--- src/rtl/lsu_ctrl.sv ---
// lsu_ctrl: load/store unit controller between a core request port and a
// single-beat DMEM, with sign/zero extension, beat timeout and fault codes.
// Ports:
//   clk, reset_n (async, active-low)
//   req_*  : request handshake, store flag, funct3 size code, address, data
//   dmem_* : beat request, aligned address, lane write enables, data, ack
//   rsp_*  : response handshake, load data, fault code
// Build option: LSU_MISALIGN_SPLIT_EN splits beat-crossing accesses into
// two beats; when undefined, addresses not aligned to the size fault 01.
module lsu_ctrl #(
   parameter int DW      = 32,
   parameter int AW      = 32,
   parameter int TIMEOUT = 15
) (
   input  logic            clk,
   input  logic            reset_n,
   input  logic            req_valid,
   output logic            req_ready,
   input  logic            req_store,
   input  logic [2:0]      req_funct3,
   input  logic [AW-1:0]   req_addr,
   input  logic [DW-1:0]   req_wdata,
   output logic            dmem_req,
   output logic [AW-1:0]   dmem_addr,
   output logic [DW/8-1:0] dmem_we,
   output logic [DW-1:0]   dmem_wdata,
   input  logic            dmem_ack,
   input  logic [DW-1:0]   dmem_rdata,
   output logic            rsp_valid,
   input  logic            rsp_ready,
   output logic [DW-1:0]   rsp_rdata,
   output logic [1:0]      rsp_fault
);

   localparam int NB = DW / 8;
   localparam int OW = $clog2(NB);
   localparam int CW = $clog2(TIMEOUT + 1);

   typedef enum logic [1:0] {IDLE, BEAT0, BEAT1, RESP} state_t;

   state_t          r_state, w_nstate;
   logic [AW-1:0]   r_base;
   logic [OW-1:0]   r_off;
   logic [2:0]      r_f3;
   logic            r_store;
   logic            r_cross;
   logic [DW-1:0]   r_wdata;
   logic [DW-1:0]   r_lo, w_lo;
   logic [DW-1:0]   r_rdata, w_rdata;
   logic [1:0]      r_fault, w_fault;
   logic [CW-1:0]   r_cnt, w_cnt;

   logic            w_acc, w_ill, w_mis, w_rcross;
   logic [OW-1:0]   w_roff;
   logic [3:0]      w_rszb, w_rszm, w_szb;
   logic [2*NB-1:0] w_smask, w_lmask;
   logic [2*DW-1:0] w_wide;
   logic [DW-1:0]   w_b0, w_b1;
   logic            w_beat, w_to;

   // Sign- or zero-extend the low 8*2^f3[1:0] bits of v to DW.
   function automatic logic [DW-1:0] ext(input logic [DW-1:0] v,
                                         input logic [2:0]    f3);
      logic [DW-1:0] m;
      int            nb;
      nb  = 8 << f3[1:0];
      m   = (nb >= DW) ? {DW{1'b1}} : ~({DW{1'b1}} << nb);
      ext = v & m;
      if (!f3[2] && nb < DW && v[nb-1])
         ext = ext | ~m;
   endfunction

   // Accept-time decode
   assign w_acc  = req_valid && (r_state == IDLE);
   assign w_roff = req_addr[OW-1:0];
   assign w_rszb = 4'd1 << req_funct3[1:0];
   assign w_rszm = w_rszb - 4'd1;
   assign w_ill  = (req_funct3 == 3'b111) ||
                   ((DW == 32) && ((req_funct3 == 3'b011) ||
                                   (req_funct3 == 3'b110)));
`ifdef LSU_MISALIGN_SPLIT_EN
   assign w_mis    = 1'b0;
   assign w_rcross = (int'(w_roff) + int'(w_rszb)) > NB;
`else
   assign w_mis    = ({{(4-OW){1'b0}}, w_roff} & w_rszm) != 4'd0;
   assign w_rcross = 1'b0;
`endif

   // Lane mask and data spread over two beats; the upper half is the
   // spill-over into the second beat.
   assign w_szb   = 4'd1 << r_f3[1:0];
   assign w_smask = ({{(2*NB-1){1'b0}}, 1'b1} << w_szb)
                    - {{(2*NB-1){1'b0}}, 1'b1};
   assign w_lmask = w_smask << r_off;
   assign w_wide  = {{DW{1'b0}}, r_wdata} << {r_off, 3'b000};

   // Beat0 supplies the low bytes of the result, beat1 the rest.
   assign w_b0 = dmem_rdata >> {r_off, 3'b000};
   assign w_b1 = r_lo | (dmem_rdata << (DW - int'({r_off, 3'b000})));

   assign w_beat = (r_state == BEAT0) || (r_state == BEAT1);
   assign w_to   = (r_cnt == CW'(TIMEOUT - 1));

   assign req_ready  = (r_state == IDLE);
   assign rsp_valid  = (r_state == RESP);
   assign rsp_rdata  = r_rdata;
   assign rsp_fault  = r_fault;
   assign dmem_req   = w_beat;
   assign dmem_addr  = !w_beat ? '0 :
                       (r_state == BEAT1) ? r_base + AW'(NB) : r_base;
   assign dmem_we    = !(w_beat && r_store) ? '0 :
                       (r_state == BEAT1) ? w_lmask[2*NB-1:NB]
                                          : w_lmask[NB-1:0];
   assign dmem_wdata = !w_beat ? '0 :
                       (r_state == BEAT1) ? w_wide[2*DW-1:DW]
                                          : w_wide[DW-1:0];

   always_comb begin
      w_nstate = r_state;
      w_cnt    = r_cnt;
      w_lo     = r_lo;
      w_rdata  = r_rdata;
      w_fault  = r_fault;
      unique case (r_state)
         IDLE: begin
            if (req_valid) begin
               w_rdata = '0;
               w_cnt   = '0;
               if (w_ill) begin
                  w_fault  = 2'b11;
                  w_nstate = RESP;
               end else if (w_mis) begin
                  w_fault  = 2'b01;
                  w_nstate = RESP;
               end else begin
                  w_fault  = 2'b00;
                  w_nstate = BEAT0;
               end
            end
         end
         BEAT0: begin
            if (dmem_ack) begin
               w_cnt = '0;
               if (r_cross) begin
                  w_lo     = w_b0;
                  w_nstate = BEAT1;
               end else begin
                  w_rdata  = r_store ? '0 : ext(w_b0, r_f3);
                  w_nstate = RESP;
               end
            end else if (w_to) begin
               w_fault  = 2'b10;
               w_rdata  = '0;
               w_nstate = RESP;
            end else begin
               w_cnt = r_cnt + 1'b1;
            end
         end
         BEAT1: begin
            if (dmem_ack) begin
               w_rdata  = r_store ? '0 : ext(w_b1, r_f3);
               w_nstate = RESP;
            end else if (w_to) begin
               w_fault  = 2'b10;
               w_rdata  = '0;
               w_nstate = RESP;
            end else begin
               w_cnt = r_cnt + 1'b1;
            end
         end
         RESP: begin
            if (rsp_ready)
               w_nstate = IDLE;
         end
         default: w_nstate = IDLE;
      endcase
   end

   always_ff @(posedge clk or negedge reset_n) begin
      if (!reset_n) begin
         r_state <= IDLE;
         r_base  <= '0;
         r_off   <= '0;
         r_f3    <= '0;
         r_store <= 1'b0;
         r_cross <= 1'b0;
         r_wdata <= '0;
         r_lo    <= '0;
         r_rdata <= '0;
         r_fault <= '0;
         r_cnt   <= '0;
      end else begin
         r_state <= w_nstate;
         r_lo    <= w_lo;
         r_rdata <= w_rdata;
         r_fault <= w_fault;
         r_cnt   <= w_cnt;
         if (w_acc) begin
            r_base  <= {req_addr[AW-1:OW], {OW{1'b0}}};
            r_off   <= w_roff;
            r_f3    <= req_funct3;
            r_store <= req_store;
            r_cross <= w_rcross;
            r_wdata <= req_wdata;
         end
      end
   end

endmodule

--- config.mk ---
export PLATFORM = sky130hd
export DESIGN_NAME = lsu_ctrl
export DESIGN_NICKNAME = d
export VERILOG_FILES = /design/src/rtl/lsu_ctrl.sv
export SDC_FILE = /design/constraint.sdc
export NUM_CORES = 1
export LEC_CHECK = 0
export CAP_MARGIN = 25
export CORE_MARGIN = 1
export CORE_UTILIZATION = 43
export DETAILED_ROUTE_END_ITERATION = 10
export PLACE_DENSITY = 0.73
export SYNTH_ARGS = -nofsm -noshare
export SYNTH_HDL_FRONTEND = slang
export SYNTH_SLANG_ARGS = --single-unit
--- constraint.sdc ---
create_clock -name clk -period 3.5 [get_ports clk]
set_input_delay 0.525 -clock clk [delete_from_list [all_inputs] [get_ports clk]]
set_output_delay 0.525 -clock clk [all_outputs]
set_load 0.01 [all_outputs]
==> metrics.cfg <==
[outcome]
status=complete, no violations

[logic_synthesis]
ys_ff_latch=108
synthFlopType=dfrtp_1
synth_top_family_by_area=compound AO/OA/AOI/OAI gates
async_flop_share_pct=100
synth-simple-area-share_pct=17.8
synthAdderAreaFrac_pct=1.81
synth_top_area_share_pct=35.6
ys_seq_area_share_pct=35.6
netlist_area_mm2=0.00760
synth-compound-area-share_pct=19.4
yosysTopAreaCell=dfrtp_1
syn_inst=807
synth.avg_cell_area_um2=9.41
synth-xor-area-share_pct=2.42
synthMuxAreaShare_pct=18.7
synth_edf_count=0
ys_types=62
synth_warnings=0
synth_area_leaders=dfrtp_1 36%, mux2_2 11%, mux2i_1 6.1%

[placed_design]
gp_routability_congestion=0.923
port_buffers=207
place_inst=1200
post-dp-hpwl_mm=17.2
pre_cts_ws_ps=168

[route]
ant_nets=0
firstDrtPassIters=8
routedWlPerCell_um=19.3
drc=0
maxUsedRoutingLayer=met4
wirelength_mm=23.5
vias_per_cell=5.95
num_vias=7241
wl_met1_mm=10.2
dr_wl_met2_mm=10.9
drt_iter0_markers=625
met3_length_mm=1.93

[critical_path]
cp.required_ps=2970
cp-end-kind=primary output
start_kind=flop
worstSetupPathType=flop to primary output
crit_arrival_ps=2820
worst-path-max-fanout=4
ff2ff_path_depth=8

[clocking]
clock_sinks=108
cts_tree=built
clockBufferDepth=2
ctsHoldBuffers=0
root_buffer=clkbuf_16
path_clk_slew_ps=70
cts-htree-levels=3
numCtsBuffers=9
clk_latency_ps=360

[final_layout]
fillers=1491
layout_common_cells=203 x clkdlybuf4s50_1, 107 x dfrtp_1, 76 x mux2_2, 64 x nand2_1, 46 x mux2i_1
drive_above_1_share_pct=14.0
nets=1104
final_cells=1217
area_delta_synth_final_pct=34.6
layout_commonest_cell=clkdlybuf4s50_1
antenna_cells=0

[die]
die_area_mm2=0.0182
fp.dieH_um=135
start_util_pct=43.9
row_count=48
die_width_um=135
io_pins=210
core_mm2=0.0173

[global_routing]
grt_max_degree=72
gr-usage-all-layers_pct=26.3
grt_overflow=0
first_global_vias=7008
grt_pass1_wl_mm=37.3
antenna_found_initial=1

[sta]
setup_ws_ps=159
setup_violations=0
max_slew_margin_pct=43.4
fin_crit_ps=3340
hold_viol=0
fin_skew_ps=6.91
slew_violations=0
fmax_mhz=299
rsz0062_at_grt=false
tightest_slew_ps=843
timing.hold.ws_ps=173
fin_crit_sh_pct=95.4
final.setup.tns_ps=0

[pwr]
p_per_area_mw_per_mm2=934
vdd_drop_max_v=0.000601
p_leak_nw=4.16

[min_path]
hold_class=input pin to async pin

[flow_run]
maxCapViolCount=0

## worst max-delay path: stages, from the launching register on
cell and delay [ps]:
dfrtp_1 380, inv_1 110, ha_2 200, and4_4 220
and3_1 180, or4b_4 500, xnor2_1 190, and2_1 140
clkdlybuf4s50_1 530
## cell type report
class / instances / area (um^2) / share of cell area [%]
Sequential cell: 108 / 2700 / 26.4
Clock buffer: 10 / 239 / 2.34
Inverter: 15 / 56.3 / 0.551
Tap cell: 225 / 282 / 2.75
Clock inverter: 5 / 67.6 / 0.661
Timing Repair Buffer: 232 / 2290 / 22.4
Multi-Input combinational cell: 622 / 4590 / 44.9
## where the power goes
group | switching, W | total [W] | internal [W]
registers | 0.000478 | 0.00222 | 0.00174
clock network | 0.000503 | 0.00109 | 0.000583
logic | 0.00322 | 0.00625 | 0.00303
## kinds of logic (layout without fill, tap and decap cells)
family,after synthesis,in the layout
AND/OR/NAND/NOR,255,255
AO/OA/AOI/OAI,203,203
multiplexers,130,130
buffers and inverters,78,262
flip-flops,108,108
XOR/XNOR,21,21
adder cells (fa/ha/maj),11,11
other,1,2
## registers in the layout, indices dropped and copies added (netlist names)
signal / cells
r_f3: 3
r_base: 30
rsp_rdata: 32
r_cnt: 4
r_wdata: 32
r_off: 2
r_store: 1
r_state: 2
rsp_fault: 2
## final timing paths
path	start	slack (ps)	end
max	r_state[0]$_DFFE_PN0P_	160	dmem_addr[27]
min	reset_n	170	rsp_rdata[14]$_DFFE_PN0P_
max reg2reg	r_state[1]$_DFFE_PN0P_	510	rsp_rdata[19]$_DFFE_PN0P_
min reg2reg	rsp_rdata[4]$_DFFE_PN0P_	490	rsp_rdata[4]$_DFFE_PN0P_
max in group asynchronous	reset_n	2430	r_base[25]$_DFFE_PN0P_
min in group clk	rsp_rdata[4]$_DFFE_PN0P_	490	rsp_rdata[4]$_DFFE_PN0P_
## stage by stage
stage	power, W	cell area (um^2)	utilization [%]
CTS	0.00954	10200	59.0
floorplan	0.00606	7600	-
global placement	0.00834	9890	57.2
detailed placement	0.00840	9890	57.2
finish	0.00955	10200	59.1
global route	0.0102	10200	59.1
## cell usage after synthesis (3+ instances only)
| master | count |
|---|---|
| xnor2_1 | 16 |
| a21boi_0 | 8 |
| mux2_2 | 76 |
| or2_2 | 4 |
| o221ai_1 | 8 |
| nand4_1 | 14 |
| a32o_1 | 8 |
| and2_1 | 34 |
| dfrtp_1 | 108 |
| o21ai_0 | 9 |
| buf_1 | 12 |
| a2111oi_0 | 8 |
| a221oi_1 | 8 |
| a22oi_1 | 23 |
| ha_1 | 11 |
| o22ai_1 | 32 |
| nor2_1 | 23 |
| nor2b_1 | 13 |
| o21ai_1 | 22 |
| nand2_1 | 64 |
| nand2b_1 | 17 |
| xor2_1 | 5 |
| inv_1 | 14 |
| a21oi_1 | 28 |
| mux2i_1 | 46 |
| mux2_1 | 7 |
| o211ai_1 | 5 |
| and4_1 | 6 |
| and3_1 | 9 |
| o211a_1 | 7 |
| clkbuf_1 | 37 |
| or4b_1 | 4 |
| buf_4 | 3 |
| buf_2 | 10 |
| nand3_1 | 34 |
| nor4_1 | 4 |
| o21a_1 | 5 |
| a22o_1 | 16 |
| nor3_1 | 19 |
## routing by layer
| layer | track usage (%) | up-vias |
|---|---|---|
| met5 | 0 | - |
| met2 | 41.4 | 332 |
| li1 | - | 3381 |
| met1 | 35.6 | 3489 |
| met4 | 9.30 | 0 |
| met3 | 5.56 | 39 |
## what timing repair did
item / CTS / global route
buffers inserted: 1 / 1
cloned: 0 / 0
pin swaps: 0 / 2
endpoints found under the setup margin: 4 / 19
gates resized for setup: 4 / 6
(Power assumes the default switching activity.)
